==> src/rtl/alu_seq_pkg.sv <==
// Shared definitions for the ALU command sequencer: opcodes, FSM encoding,
// and the packed command word stored in the queue.
package alu_seq_pkg;

    localparam logic [1:0] OP_ADD = 2'b00;
    localparam logic [1:0] OP_SUB = 2'b01;
    localparam logic [1:0] OP_MUL = 2'b10;
    localparam logic [1:0] OP_DIV = 2'b11;

    localparam int CMD_W = 18;

    typedef enum logic [1:0] {
        ST_IDLE  = 2'b00,
        ST_ISSUE = 2'b01,
        ST_WAIT  = 2'b10,
        ST_RESP  = 2'b11
    } seq_state_e;

    typedef struct packed {
        logic [1:0] op;
        logic [7:0] a;
        logic [7:0] b;
    } cmd_t;

    function automatic cmd_t make_cmd(input logic [1:0] op, input logic [7:0] a, input logic [7:0] b);
        cmd_t c;
        c.op = op;
        c.a  = a;
        c.b  = b;
        return c;
    endfunction

endpackage

==> src/rtl/alu_cmd_sequencer_if.sv <==
// Command, ALU and response signals of the sequencer bundled as one interface;
// slave is the sequencer view, master the environment view.
interface alu_cmd_sequencer_if;

    logic       cmd_valid;
    logic       cmd_ready;
    logic [1:0] cmd_opcode;
    logic [7:0] cmd_a;
    logic [7:0] cmd_b;
    logic       alu_start;
    logic [1:0] alu_opcode;
    logic [7:0] alu_inbus_a;
    logic [7:0] alu_inbus_b;
    logic [7:0] alu_outbus;
    logic       alu_done;
    logic       rsp_valid;
    logic       rsp_ready;
    logic [7:0] rsp_data;
    logic [1:0] rsp_opcode;
    logic       rsp_timeout;
    logic       busy;

    modport slave (
        input  cmd_valid, cmd_opcode, cmd_a, cmd_b, alu_outbus, alu_done, rsp_ready,
        output cmd_ready, alu_start, alu_opcode, alu_inbus_a, alu_inbus_b,
               rsp_valid, rsp_data, rsp_opcode, rsp_timeout, busy
    );

    modport master (
        output cmd_valid, cmd_opcode, cmd_a, cmd_b, alu_outbus, alu_done, rsp_ready,
        input  cmd_ready, alu_start, alu_opcode, alu_inbus_a, alu_inbus_b,
               rsp_valid, rsp_data, rsp_opcode, rsp_timeout, busy
    );

endinterface

==> src/rtl/alu_cmd_fifo.sv <==
// Synchronous command queue, DEPTH entries of CMD_W bits; head is visible on
// dout_o whenever the queue is non-empty.
module alu_cmd_fifo
    import alu_seq_pkg::*;
#(
    parameter int DEPTH = 4
) (
    input  logic                   clk,
    input  logic                   reset,
    input  logic                   push_i,
    input  logic [CMD_W-1:0]       din_i,
    input  logic                   pop_i,
    output logic [CMD_W-1:0]       dout_o,
    output logic                   full_o,
    output logic                   empty_o,
    output logic [$clog2(DEPTH):0] count_o
);

    localparam int PTR_W = $clog2(DEPTH);
    localparam int CNT_W = PTR_W + 1;

    logic [CMD_W-1:0] mem_q [DEPTH];
    logic [PTR_W-1:0] wr_ptr_q, wr_ptr_d;
    logic [PTR_W-1:0] rd_ptr_q, rd_ptr_d;
    logic [CNT_W-1:0] count_q, count_d;
    logic             do_push_s;
    logic             do_pop_s;

    assign full_o    = (count_q == CNT_W'(DEPTH));
    assign empty_o   = (count_q == {CNT_W{1'b0}});
    assign count_o   = count_q;
    assign dout_o    = mem_q[rd_ptr_q];
    assign do_push_s = push_i && !full_o;
    assign do_pop_s  = pop_i && !empty_o;

    // Next-state pointers and occupancy; power-of-two depth lets pointers wrap naturally.
    always_comb begin
        wr_ptr_d = wr_ptr_q;
        rd_ptr_d = rd_ptr_q;
        count_d  = count_q;
        if (do_push_s) begin
            wr_ptr_d = wr_ptr_q + {{(PTR_W-1){1'b0}}, 1'b1};
        end else begin
            wr_ptr_d = wr_ptr_q;
        end
        if (do_pop_s) begin
            rd_ptr_d = rd_ptr_q + {{(PTR_W-1){1'b0}}, 1'b1};
        end else begin
            rd_ptr_d = rd_ptr_q;
        end
        case ({do_push_s, do_pop_s})
            2'b10:   count_d = count_q + {{(CNT_W-1){1'b0}}, 1'b1};
            2'b01:   count_d = count_q - {{(CNT_W-1){1'b0}}, 1'b1};
            default: count_d = count_q;
        endcase
    end

    // Pointer and occupancy registers.
    always_ff @(posedge clk or posedge reset) begin
        if (reset) begin
            wr_ptr_q <= {PTR_W{1'b0}};
            rd_ptr_q <= {PTR_W{1'b0}};
            count_q  <= {CNT_W{1'b0}};
        end else begin
            wr_ptr_q <= wr_ptr_d;
            rd_ptr_q <= rd_ptr_d;
            count_q  <= count_d;
        end
    end

    // Storage array, written only on an accepted push.
    always_ff @(posedge clk) begin
        if (do_push_s) begin
            mem_q[wr_ptr_q] <= din_i;
        end
    end

endmodule

==> src/rtl/alu_cmd_sequencer.sv <==
// Queues ALU commands, issues them one at a time to a multi-cycle ALU and
// returns each result (or a timeout abort) over a valid/ready response port.
module alu_cmd_sequencer
    import alu_seq_pkg::*;
#(
    parameter int FIFO_DEPTH = 4,
    parameter int TIMEOUT    = 64
) (
    input  logic                clk,
    input  logic                reset,
    alu_cmd_sequencer_if.slave  bus
);

    localparam int CNT_W = $clog2(TIMEOUT + 1);

    seq_state_e                  state_q;
    logic                        alu_start_q;
    logic [1:0]                  alu_opcode_q;
    logic [7:0]                  alu_a_q;
    logic [7:0]                  alu_b_q;
    logic [CNT_W-1:0]            wait_cnt_q;
    logic                        rsp_valid_q;
    logic [7:0]                  rsp_data_q;
    logic [1:0]                  rsp_opcode_q;
    logic                        rsp_timeout_q;

    logic                        fifo_push_s;
    logic                        fifo_pop_s;
    logic                        fifo_full_s;
    logic                        fifo_empty_s;
    logic [CMD_W-1:0]            fifo_dout_s;
    logic [$clog2(FIFO_DEPTH):0] fifo_count_s;
    cmd_t                        head_s;

    assign bus.cmd_ready = !fifo_full_s;
    assign fifo_push_s   = bus.cmd_valid && !fifo_full_s;
    assign fifo_pop_s    = (state_q == ST_IDLE) && !fifo_empty_s;
    assign head_s        = cmd_t'(fifo_dout_s);

    alu_cmd_fifo #(
        .DEPTH (FIFO_DEPTH)
    ) u_fifo (
        .clk     (clk),
        .reset   (reset),
        .push_i  (fifo_push_s),
        .din_i   (make_cmd(bus.cmd_opcode, bus.cmd_a, bus.cmd_b)),
        .pop_i   (fifo_pop_s),
        .dout_o  (fifo_dout_s),
        .full_o  (fifo_full_s),
        .empty_o (fifo_empty_s),
        .count_o (fifo_count_s)
    );

    // Issue/wait/respond controller; wait_cnt_q numbers the current WAIT cycle from 1,
    // so a done seen while it is 1 is the previous operation's stale level.
    always_ff @(posedge clk or posedge reset) begin
        if (reset) begin
            state_q       <= ST_IDLE;
            alu_start_q   <= 1'b0;
            alu_opcode_q  <= 2'b00;
            alu_a_q       <= 8'h00;
            alu_b_q       <= 8'h00;
            wait_cnt_q    <= {CNT_W{1'b0}};
            rsp_valid_q   <= 1'b0;
            rsp_data_q    <= 8'h00;
            rsp_opcode_q  <= 2'b00;
            rsp_timeout_q <= 1'b0;
        end else begin
            case (state_q)
                ST_IDLE: begin
                    if (!fifo_empty_s) begin
                        state_q      <= ST_ISSUE;
                        alu_start_q  <= 1'b1;
                        alu_opcode_q <= head_s.op;
                        alu_a_q      <= head_s.a;
                        alu_b_q      <= head_s.b;
                    end
                end
                ST_ISSUE: begin
                    state_q     <= ST_WAIT;
                    alu_start_q <= 1'b0;
                    wait_cnt_q  <= CNT_W'(1);
                end
                ST_WAIT: begin
                    if (bus.alu_done && (wait_cnt_q > CNT_W'(1))) begin
                        state_q       <= ST_RESP;
                        rsp_valid_q   <= 1'b1;
                        rsp_data_q    <= bus.alu_outbus;
                        rsp_opcode_q  <= alu_opcode_q;
                        rsp_timeout_q <= 1'b0;
                        wait_cnt_q    <= {CNT_W{1'b0}};
                    end else if (wait_cnt_q >= CNT_W'(TIMEOUT)) begin
                        state_q       <= ST_RESP;
                        rsp_valid_q   <= 1'b1;
                        rsp_data_q    <= 8'h00;
                        rsp_opcode_q  <= alu_opcode_q;
                        rsp_timeout_q <= 1'b1;
                        wait_cnt_q    <= {CNT_W{1'b0}};
                    end else begin
                        wait_cnt_q    <= wait_cnt_q + CNT_W'(1);
                    end
                end
                ST_RESP: begin
                    if (bus.rsp_ready) begin
                        state_q     <= ST_IDLE;
                        rsp_valid_q <= 1'b0;
                    end
                end
                default: begin
                    state_q     <= ST_IDLE;
                    alu_start_q <= 1'b0;
                    rsp_valid_q <= 1'b0;
                end
            endcase
        end
    end

    assign bus.alu_start   = alu_start_q;
    assign bus.alu_opcode  = alu_opcode_q;
    assign bus.alu_inbus_a = alu_a_q;
    assign bus.alu_inbus_b = alu_b_q;
    assign bus.rsp_valid   = rsp_valid_q;
    assign bus.rsp_data    = rsp_data_q;
    assign bus.rsp_opcode  = rsp_opcode_q;
    assign bus.rsp_timeout = rsp_timeout_q;
    assign bus.busy        = (state_q != ST_IDLE) || (fifo_count_s != '0);

endmodule
==> src/flat_wrapper.sv <==
// flat-port wrapper written by rule: the top's interface ports become plain ports
module alu_cmd_sequencer_flat import alu_seq_pkg::*;
#(
    parameter int FIFO_DEPTH = 4,
    parameter int TIMEOUT    = 64
)
  (clk, reset, bus_cmd_valid, bus_cmd_opcode, bus_cmd_a, bus_cmd_b, bus_alu_outbus, bus_alu_done, bus_rsp_ready, bus_cmd_ready, bus_alu_start, bus_alu_opcode, bus_alu_inbus_a, bus_alu_inbus_b, bus_rsp_valid, bus_rsp_data, bus_rsp_opcode, bus_rsp_timeout, bus_busy);
  alu_cmd_sequencer_if bus_i ();
  input  logic clk;
  input  logic reset;
  input wire logic [$bits(bus_i.cmd_valid)-1:0] bus_cmd_valid;
  input wire logic [$bits(bus_i.cmd_opcode)-1:0] bus_cmd_opcode;
  input wire logic [$bits(bus_i.cmd_a)-1:0] bus_cmd_a;
  input wire logic [$bits(bus_i.cmd_b)-1:0] bus_cmd_b;
  input wire logic [$bits(bus_i.alu_outbus)-1:0] bus_alu_outbus;
  input wire logic [$bits(bus_i.alu_done)-1:0] bus_alu_done;
  input wire logic [$bits(bus_i.rsp_ready)-1:0] bus_rsp_ready;
  output wire logic [$bits(bus_i.cmd_ready)-1:0] bus_cmd_ready;
  output wire logic [$bits(bus_i.alu_start)-1:0] bus_alu_start;
  output wire logic [$bits(bus_i.alu_opcode)-1:0] bus_alu_opcode;
  output wire logic [$bits(bus_i.alu_inbus_a)-1:0] bus_alu_inbus_a;
  output wire logic [$bits(bus_i.alu_inbus_b)-1:0] bus_alu_inbus_b;
  output wire logic [$bits(bus_i.rsp_valid)-1:0] bus_rsp_valid;
  output wire logic [$bits(bus_i.rsp_data)-1:0] bus_rsp_data;
  output wire logic [$bits(bus_i.rsp_opcode)-1:0] bus_rsp_opcode;
  output wire logic [$bits(bus_i.rsp_timeout)-1:0] bus_rsp_timeout;
  output wire logic [$bits(bus_i.busy)-1:0] bus_busy;
  assign bus_i.cmd_valid = bus_cmd_valid;
  assign bus_i.cmd_opcode = bus_cmd_opcode;
  assign bus_i.cmd_a = bus_cmd_a;
  assign bus_i.cmd_b = bus_cmd_b;
  assign bus_i.alu_outbus = bus_alu_outbus;
  assign bus_i.alu_done = bus_alu_done;
  assign bus_i.rsp_ready = bus_rsp_ready;
  assign bus_cmd_ready = bus_i.cmd_ready;
  assign bus_alu_start = bus_i.alu_start;
  assign bus_alu_opcode = bus_i.alu_opcode;
  assign bus_alu_inbus_a = bus_i.alu_inbus_a;
  assign bus_alu_inbus_b = bus_i.alu_inbus_b;
  assign bus_rsp_valid = bus_i.rsp_valid;
  assign bus_rsp_data = bus_i.rsp_data;
  assign bus_rsp_opcode = bus_i.rsp_opcode;
  assign bus_rsp_timeout = bus_i.rsp_timeout;
  assign bus_busy = bus_i.busy;
  alu_cmd_sequencer #(.FIFO_DEPTH(FIFO_DEPTH), .TIMEOUT(TIMEOUT)) u_core (.clk(clk), .reset(reset), .bus(bus_i));
endmodule
==> config.mk <==
export PLATFORM = sky130hd
export DESIGN_NAME = alu_cmd_sequencer_flat
export DESIGN_NICKNAME = d
export VERILOG_FILES = /design/src/rtl/alu_seq_pkg.sv /design/src/rtl/alu_cmd_sequencer_if.sv /design/src/rtl/alu_cmd_fifo.sv /design/src/rtl/alu_cmd_sequencer.sv /design/src/flat_wrapper.sv
export SDC_FILE = /design/constraint.sdc
export NUM_CORES = 1
export LEC_CHECK = 0
export ABC_AREA = 1
export BUFFER_PORTS_ARGS = -buffer_cell sky130_fd_sc_hd__buf_2
export CAP_MARGIN = 10
export CELL_PAD_IN_SITES_DETAIL_PLACEMENT = 0
export CELL_PAD_IN_SITES_GLOBAL_PLACEMENT = 2
export CORE_MARGIN = 5
export CORE_UTILIZATION = 42
export CTS_BUF_LIST = sky130_fd_sc_hd__clkbuf_4 sky130_fd_sc_hd__clkbuf_8
export DETAILED_ROUTE_END_ITERATION = 8
export HOLD_SLACK_MARGIN = 0.08
export PLACE_DENSITY = 0.93
export RECOVER_POWER = 25
export SLEW_MARGIN = 15
export SYNTH_ARGS = -nofsm -noshare
export SYNTH_HDL_FRONTEND = slang
export SYNTH_HIERARCHICAL = 1
export SYNTH_SLANG_ARGS = --single-unit
export TNS_END_PERCENT = 5
==> constraint.sdc <==
create_clock -name clk -period 5 [get_ports clk]
set_clock_uncertainty 0.2 [all_clocks]
set_input_delay 1 -clock clk [delete_from_list [all_inputs] [get_ports clk]]
set_output_delay 1 -clock clk [all_outputs]
set_load 0.02 [all_outputs]
* After elaboration in Yosys (flattened, before gate mapping)
Memory sizes are Yosys's and may differ from the RTL's. A register that Yosys moved wholly into a read port is not among the register bits.
Cells that the tools add are included.
** Storage, ports and cells
- Memories kept :: 1
- Flip-flop bits (word level) :: 29
- Bits in writable memories :: 72
- Output and inout port bits :: 33
- Input port bits :: 31
** Memory list
- u_core.u_fifo.mem_q :: depth 4, width 18, read ports 1, clocked after memory_dff 1, wr ports 1, line alu_cmd_fifo.sv:22 : logic [CMD_W-1:0] mem_q [DEPTH];
** Cells by class
- Reductions and logical operators :: 22
- Order comparisons :: 2
- $add $sub $neg :: 5
- Bitwise gates (word level) :: 1
- Mux-type cells :: 22
- Eq/ne operators :: 9
** Operators by type and width (count)
- two-way mux 8 bit :: 2
- two-way mux 7 bit :: 2
- one-hot mux 7 bit (2 select lines) :: 1
- two-way mux 2 bit :: 6
- nonzero test 2 bit :: 6
- one-hot mux 2 bit (4 select lines) :: 1
- adder 7 x 1 -> 7 bit, second input constant :: 1
- >= comparator 7 bit, second input constant :: 1
- > comparator 7 x 1 -> 1 bit, second input constant :: 1
- two-way mux 1 bit :: 7
- == test 2 bit, second input constant :: 3
- one-hot mux 3 bit (2 select lines) :: 1
- AND reduction 2 bit :: 3
- AND reduction 3 bit :: 2
- logical AND 1 bit :: 5
- adder 2 x 1 -> 2 bit, second input constant :: 2
- == test 2 x 1 -> 1 bit, second input constant :: 2
- inequality test 2 bit, second input constant :: 2
- one-hot mux 1 bit (2 select lines) :: 2
- adder 3 x 1 -> 3 bit, second input constant :: 1
- == test 3 bit, second input constant :: 1
- logical NOT 3 bit :: 1
- inequality test 3 x 1 -> 1 bit, second input constant :: 1
- nonzero test 3 bit :: 1
- 5 further kinds :: 6

* Longest topological paths before layout
Gate-level depths: netlist of the first run.
- Word-level depth :: 6
- Gate-level depth with buffers :: 15
- Mapped depth without buffers :: 14

* Hierarchy
Netlist of the first run, hierarchy kept.
** By module, submodules not included
- alu_cmd_fifo :: sequential area each 2337.2 um2, cells an instance 271, area an instance 3367.0 um2, instances 1
- alu_cmd_sequencer :: sequential area each 1001.0 um2, cells an instance 214, area an instance 1886.8 um2, instances 1

* Least setup slack after synthesis of the first run
Ideal clock, no wire load.
- Path kind :: input -> register
- Start point :: in bus_cmd_valid
- End point :: mem u_core.u_fifo.mem_q[0][0], enable pin
- Stages :: 4
- Setup time :: 0.393 ns
- Arrival :: 2.102 ns
- Setup slack :: 2.306 ns
- Cells stage by stage :: inv_1 nor2_1 nand2_2 nor2_1
** On the way
- Word-level cells in the longest chain between the ends :: 4
** RTL lines
- start: declaration :: line flat_wrapper.sv:11 : input wire logic [$bits(bus_i.cmd_valid)-1:0] bus_cmd_valid;
- logical AND 1 bit :: line alu_cmd_sequencer.sv:36 : assign fifo_push_s = bus.cmd_valid && !fifo_full_s;
- named net u_core.fifo_push_s :: line alu_cmd_sequencer.sv:27 : logic fifo_push_s;
- logical AND 1 bit :: line alu_cmd_fifo.sv:33 : assign do_push_s = push_i && !full_o;
- two-way mux 1 bit :: line alu_cmd_fifo.sv:73 : if (do_push_s) begin
- two-way mux 1 bit (not written as such) :: line alu_cmd_fifo.sv:74 : mem_q[wr_ptr_q] <= din_i;
- end: declaration :: line alu_cmd_fifo.sv:22
The timed path passes the listed nets, and every way through them passes these cells.

* Worst setup path after layout of the first run
- Start point :: reg u_core.u_fifo.count_q[1], in the netlist u_core/u_fifo/count_o[1]
- End point :: out bus_cmd_ready
** On the way
- Word-level cells in the longest chain between the ends :: 2
** RTL lines
- start: declaration :: line alu_cmd_fifo.sv:25 : logic [CNT_W-1:0] count_q, count_d;
- start signal: assignment :: line alu_cmd_fifo.sv:63 : count_q <= {CNT_W{1'b0}};
- start signal: assignment :: line alu_cmd_fifo.sv:67 : count_q <= count_d;
- == test 3 bit :: line alu_cmd_fifo.sv:29 : assign full_o = (count_q == CNT_W'(DEPTH));
- named net u_core.fifo_full_s :: line alu_cmd_sequencer.sv:29 : logic fifo_full_s;
- logical NOT 1 bit :: line alu_cmd_sequencer.sv:35 : assign bus.cmd_ready = !fifo_full_s;
- end: declaration :: line flat_wrapper.sv:18 : output wire logic [$bits(bus_i.cmd_ready)-1:0] bus_cmd_ready;
The timed path passes the listed nets, and every way through them passes these cells.

==> impl_metrics.yaml, run 1 <==
synthesis:
  syn_area_um2: 5250
  yosys_register_bits: 119
  syn-num-nets: 529
  syn_inst: 485
  ys_seq_area_share_pct: 63.5
  synth_area_per_cell_um2: 10.8
  yosys.area.top_type_share_pct: 41.2
  yosys-top-cells-area: "edfxtp_1 (41%), dfrtp_1 (22%), nand2_1 (11%), inv_1 (4.9%), o211ai_1 (4.3%)"
  yosys_warnings: 6
  synth_top_cell_by_area: "edfxtp_1"
  synthDistinctLibCells: 31
hold_path:
  hold_path.class: "flip-flop to flip-flop"
pwr:
  p_switching_mw: 1.50
  clkPwrFrac_pct: 24.6
  ir_drop_mv: 0.394
  netSwitchingFraction_pct: 38.3
  leakage_nw: 2.85
  comb_power_share_pct: 36.9
  internal_power_mw: 2.41
  seq_power_share_pct: 38.5
  power_density_nw_per_um2: 640
flow_run:
  cap_violations: 0
worst_setup_path:
  worstSetupEndpointType: "primary output"
  path_common_cell: "inv_1"
  critPathSlowestCell: "dfrtp_1"
  path_max_fanout: 4
  cp-start-kind: "flip-flop"
  required_ps: 3800
  path_class: "flip-flop to primary output"
  max_stage_delay_ps: 400
  path_cells: "inv_1, nand3_1, inv_1, inv_1, buf_2"
  worst_ep_arrival_time_ps: 1410
  critPathTopFamily: "buffers and inverters"
  crit_buf_inv: 4
finish:
  fin_area_um2: 6110
  drive_gt1_share_pct: 22.1
  antennaDiodeCount: 0
  multi_input_area_um2: 1500
  fin_nets: 602
  nFillCells: 1090
  area_growth_pct: 16.3
  final_cell_count_no_fill: 739
  final_cell_mix: "nand2_1 (154), edfxtp_1 (72), inv_1 (68)"
  final_common_cell: "nand2_1"
  register_area_um2: 3340
drt:
  finalWirelength_um: 10200
  first_pass_iters: 4
  routed-via-count: 3415
  drc: 0
  topRoutingLayerUsed: "met4"
  via_per_inst: 4.62
  wl_met3_um: 579
  antenna_violating_nets_post_route: 0
  m1WireLength_um: 4680
  drtIter0Drc: 181
  post_drt_wl_per_cell_um: 13.8
  wl_met2_um: 4790
global_routing:
  antenna_found_initial: 0
  grt_pass1_vias: 3331
  grt_pass1_wl_um: 16700
  grt-ovfl-total: 0
  grt_max_degree: 74
  track_usage_pct: 14.7
place:
  post-place-cells: 707
  dp_worst_setup_slack_ps: 2380
  place_congestion: 0.770
  numPortBuffers: 63
  place_area_um2: 5680
  post-dp-hpwl_um: 6350
timing:
  fin_tns_setup_ps: 0
  period_needed_ps: 2610
  min_period_over_period_pct: 52.2
  hold_ws_ps: 264
  final.setup.worst_slack_ps: 2390
  drv_slew: 0
  slew_headroom_pct: 38.3
  setup_viol: 0
  hold_viol_final: 0
  worst_pin_slew_ps: 926
  max_freq_ghz: 0.383
  rsz0062_at_grt: "no"
floorplan:
  die_w_um: 122
  rows: 40
  die_area_um2: 14800
  ios: 64
  initial_core_util_pct: 43.2
  core_area_um2: 12200
  die_height_um: 122
cts:
  clock_sinks: 119
  cts_setup_buffers: 0
  h-tree-depth: 4
  path_clk_slew_ps: 70
  cts_buffers: 17
  cts_root_buf: "clkbuf_8"
  cts_tree: "built"
  clock_latency_ps: 420
  clockBufferDepth: 2
  cts.repair.resized: 0
  ctsHoldBuffers: 0
status:
  status: "completed"
worst paths after layout:
kind	slack, ps	from	cells past startpoint	to
setup / recovery	2390	u_core/u_fifo/count_o[1]$_DFFE_PP0P_	5	bus_cmd_ready
hold / removal	260	u_core/bus.alu_inbus_b[3]$_DFFE_PP0P_	2	u_core/bus.alu_inbus_b[3]$_DFFE_PP0P_
setup reg to reg	2700	u_core/state_q[0]$_DFFE_PP0P_	13	u_core/u_fifo/count_o[2]$_DFFE_PP0P_
hold reg to reg	260	u_core/bus.alu_inbus_b[3]$_DFFE_PP0P_	2	u_core/bus.alu_inbus_b[3]$_DFFE_PP0P_
max in group asynchronous	3680	reset	3	u_core/bus.rsp_data[4]$_DFFE_PP0P_
min in group asynchronous	320	reset	2	u_core/u_fifo/wr_ptr_q[1]$_DFFE_PP0P_
cell families (layout without fill, tap and decap cells):
kind of cell | count (synthesis) | after routing | synth area share, %
AO/OA/AOI/OAI | 47 | 47 | 7.14
adder cells (fa/ha/maj) | 13 | 13 | 3.24
XOR/XNOR | 3 | 3 | 0.500
buffers and inverters | 89 | 175 | 8.00
AND/OR/NAND/NOR | 214 | 214 | 17.6
flip-flops | 119 | 119 | 63.5
power groups by stage:
stage                     clock network [mW]  registers, mW  logic (mW)
after detailed placement                   0           1.53        1.47
after floorplan                            0           1.63        1.00
after global routing                    1.04           1.54        1.64
after global placement                     0           1.52        1.43
final                                  0.962           1.51        1.44
after CTS                              0.993           1.51        1.47
flip-flops by register name, indices dropped and copies added (netlist names), 2 cells and up:
name                    cells
u_core/u_fifo/count_o       3
u_core/bus.alu_inbus_a      8
u_core/u_fifo/rd_ptr_q      2
u_core/wait_cnt_q           7
u_core/u_fifo/wr_ptr_q      2
u_core/bus.alu_opcode       2
u_core/bus.alu_inbus_b      8
u_core/bus.rsp_opcode       2
u_core/bus.rsp_data         8
u_core/state_q              2
u_core/u_fifo/mem_q        72
layer usage:
layer	track usage (%)	up-vias
met1	19.0	1615
met4	5.25	0
met3	4.46	11
met5	0	-
li1	-	1713
met2	23.4	76
cell usage after synthesis, drive strengths merged:
cell type and number:
xor2 1, nor2 17, o22ai 2, nor3 1
edfxtp 72, o211ai 36, ha 12, inv 74
dfrtp 47, a21oi 6, nand4 1, buf 14
clkbuf 1, nand2 176, fa 1, o21ai 2
nand3 17, o21bai 1, or2 2, xnor2 2
tightest hold or removal path: stages (launching register included):
cell,delay (ps)
dfrtp_1,340
nand2_1,50
nand2_1,40
layout make-up:
cell class / count / share of cell area [%]
Clock buffer: 24 / 4.89
Clock inverter: 8 / 2.40
Inverter: 74 / 4.57
Multi-Input combinational cell: 277 / 24.5
Sequential cell: 119 / 54.6
Tap cell: 168 / 3.44
Timing Repair Buffer: 69 / 5.55
through the flow:
stage               total power, mW  util, %
global placement               2.95     46.7
detailed placement             3.00     46.7
finish                         3.91     50.2
CTS                            3.98     50.4
floorplan                      2.63        -
global route                   4.23     50.2
No activity file was read; power rests on OpenSTA's default activity.
==> run 2: changes to the inputs <==
--- a/config.mk
+++ b/config.mk
@@ -11,11 +11,11 @@
 export CELL_PAD_IN_SITES_DETAIL_PLACEMENT = 0
 export CELL_PAD_IN_SITES_GLOBAL_PLACEMENT = 2
 export CORE_MARGIN = 5
-export CORE_UTILIZATION = 42
+export CORE_UTILIZATION = 39
 export CTS_BUF_LIST = sky130_fd_sc_hd__clkbuf_4 sky130_fd_sc_hd__clkbuf_8
 export DETAILED_ROUTE_END_ITERATION = 8
 export HOLD_SLACK_MARGIN = 0.08
-export PLACE_DENSITY = 0.93
+export PLACE_DENSITY = 0.87
 export RECOVER_POWER = 25
 export SLEW_MARGIN = 15
 export SYNTH_ARGS = -nofsm -noshare
==> constraint.sdc (replaced) <==
create_clock -name clk -period 2.65 [get_ports clk]
set_clock_uncertainty 0.2 [all_clocks]
set_input_delay 0.53 -clock clk [delete_from_list [all_inputs] [get_ports clk]]
set_output_delay 0.53 -clock clk [all_outputs]
set_load 0.02 [all_outputs]
==> impl_metrics.yaml, run 2 (synthesis results as in run 1) <==
status:
  status: "completed"
global_routing:
  grt-busiest-layer: "met2"
  antenna_found_initial: 0
  grt_max_degree: 41
  track_usage_pct: 14.1
  grt_pass1_wl_um: 17600
  grt_pass1_vias: 3519
  grt-ovfl-total: 0
  grt_util_met3_pct: 5.12
  grtUsageMet2_pct: 23.2
  use_met1_pct: 17.4
timing:
  slew_headroom_pct: 62.1
  fin_tns_setup_ps: 0
  hold_viol_final: 0
  setup_viol: 0
  rsz0062_at_grt: "no"
  period_needed_ps: 2240
  worst_pin_slew_ps: 569
  drv_slew: 0
  min_period_over_period_pct: 84.4
  max_freq_ghz: 0.447
pwr:
  power_density_nw_per_um2: 1210
  leakage_nw: 2.87
  ir_drop_mv: 0.721
  p_total_mw: 7.48
place:
  place_area_um2: 5730
  place_congestion: 0.760
  numPortBuffers: 63
  post-dp-hpwl_um: 6740
worst_setup_path:
  path_max_fanout: 7
  critPathLaunch: "u_core/u_fifo/count_o[1]$_DFFE_PP0P_"
  worstReg2RegStart: "u_core/u_fifo/count_o[1]$_DFFE_PP0P_"
  crit_path_end: "u_core/u_fifo/count_o[1]$_DFFE_PP0P_"
  worst_ep_arrival_time_ps: 2380
  rr_endpoint: "u_core/u_fifo/count_o[1]$_DFFE_PP0P_"
  max_stage_delay_ps: 400
  required_ps: 2800
  path_cells: "inv_1, nand3_1, inv_1, nor2_1, nand2_2, ha_1, inv_1, fa_1, o21ai_0"
  critPathSlowestCell: "fa_1"
  path_class: "flip-flop to flip-flop"
  path_depth: 9
  path_common_cell: "inv_1"
  crit_buf_inv: 3
  critPathTopFamily: "adder cells"
  cp-start-kind: "flip-flop"
  worstSetupEndpointType: "flip-flop"
  rrSetupSlack_ps: 410
  worst-r2r-cell-count: 9
drt:
  post_drt_wl_per_cell_um: 13.8
  drc: 0
  routed-via-count: 3475
  antenna_violating_nets_post_route: 0
  via_per_inst: 4.61
  drtIter0Drc: 126
  finalWirelength_um: 10400
  first_pass_iters: 4
floorplan:
  initial_core_util_pct: 39.7
  ios: 64
  die_area_um2: 15900
  die_height_um: 126
  rows: 42
  die_w_um: 126
  core_area_um2: 13200
cts:
  path_clk_slew_ps: 70
  cts_setup_buffers: 0
  cts_buffers: 17
  clockBufferDepth: 2
  cts_tree: "built"
  clock_latency_ps: 430
  cts_root_buf: "clkbuf_8"
  clock_sinks: 119
  h-tree-depth: 4
finish:
  antennaDiodeCount: 0
  fin_nets: 608
  nFillCells: 1250
  utilization_pct: 46.8
  max_flop_register: "u_core/u_fifo/mem_q"
  drive_gt1_share_pct: 22.4
  final_cell_mix: "nand2_1 (154), edfxtp_1 (72), inv_1 (68)"
  final_common_cell: "nand2_1"
  area_growth_pct: 18.0
  fin_area_um2: 6200
  largest_reg_flops: 72
hold_path:
  hold_path.class: "primary input to flip-flop"
flow_run:
  cap_violations: 0
run 2: power by group:
part / switching, mW / internal [mW]
registers: 0.264 / 2.54
logic: 1.89 / 0.927
clock network: 0.732 / 1.12
total: 2.89 / 4.59
run 2: cell type report:
| type | instances | area (um2) | area share [%] |
|---|---|---|---|
| Timing Repair Buffer | 75 | 403 | 6.50 |
| Inverter | 74 | 278 | 4.48 |
| Clock buffer | 17 | 234 | 3.77 |
| Sequential cell | 119 | 3340 | 53.8 |
| Tap cell | 176 | 220 | 3.55 |
| Multi-Input combinational cell | 277 | 1500 | 24.2 |
| Clock inverter | 15 | 226 | 3.65 |
run 2: worst reg2reg max path, delay by kind of cell, from the launching register on:
kind            cells  cell delay, ps
compound gates      1             150
simple gates        3             530
buf+inv             3             270
flops               1             380
fa+ha+maj           2             630
run 2: layer usage:
metal / wire [um] / up-vias / part of all wire (%)
met1: 4790 / 1667 / 46
met3: 575 / 7 / 5.6
met4: 76 / 0 / 0.73
met5: 0 / - / 0
li1: - / 1728 / -
met2: 4910 / 73 / 47
run 2: per-stage QoR:
| step | setup slack (ps) | instances | hold WS (ps) |
|---|---|---|---|
| 2_1_floorplan | 308 | 485 | 133 |
| 3_3_place_gp | 481 | 718 | 248 |
| 3_5_place_dp | 406 | 718 | 253 |
| 4_1_cts | 408 | 753 | 83.1 |
| 5_1_grt | 199 | 753 | 94.6 |
| 6_report | 413 | 753 | 122 |
run 2: worst min-delay path by stage:
stage                                                from                               endpoint  slack (ps)  cells past startpoint
detailed placement  u_core/bus.alu_inbus_a[4]$_DFFE_PP0P_  u_core/bus.alu_inbus_a[4]$_DFFE_PP0P_         250                      2
finish                                  bus_alu_outbus[5]     u_core/bus.rsp_data[5]$_DFFE_PP0P_         120                      3
global route                            bus_alu_outbus[2]     u_core/bus.rsp_data[2]$_DFFE_PP0P_          90                      3
CTS                                          bus_cmd_b[0]    u_core/u_fifo/mem_q[2][0]$_DFFE_PP_          80                      1
floorplan                                           reset   u_core/u_fifo/count_o[0]$_DFFE_PP0P_         130                      1
global placement       u_core/bus.rsp_data[7]$_DFFE_PP0P_     u_core/bus.rsp_data[7]$_DFFE_PP0P_         250                      2
run 2: timing repair:
item,in CTS,in global routing
hold endpoints to repair,49,0
resized for setup,0,0
hold buffers,3,0
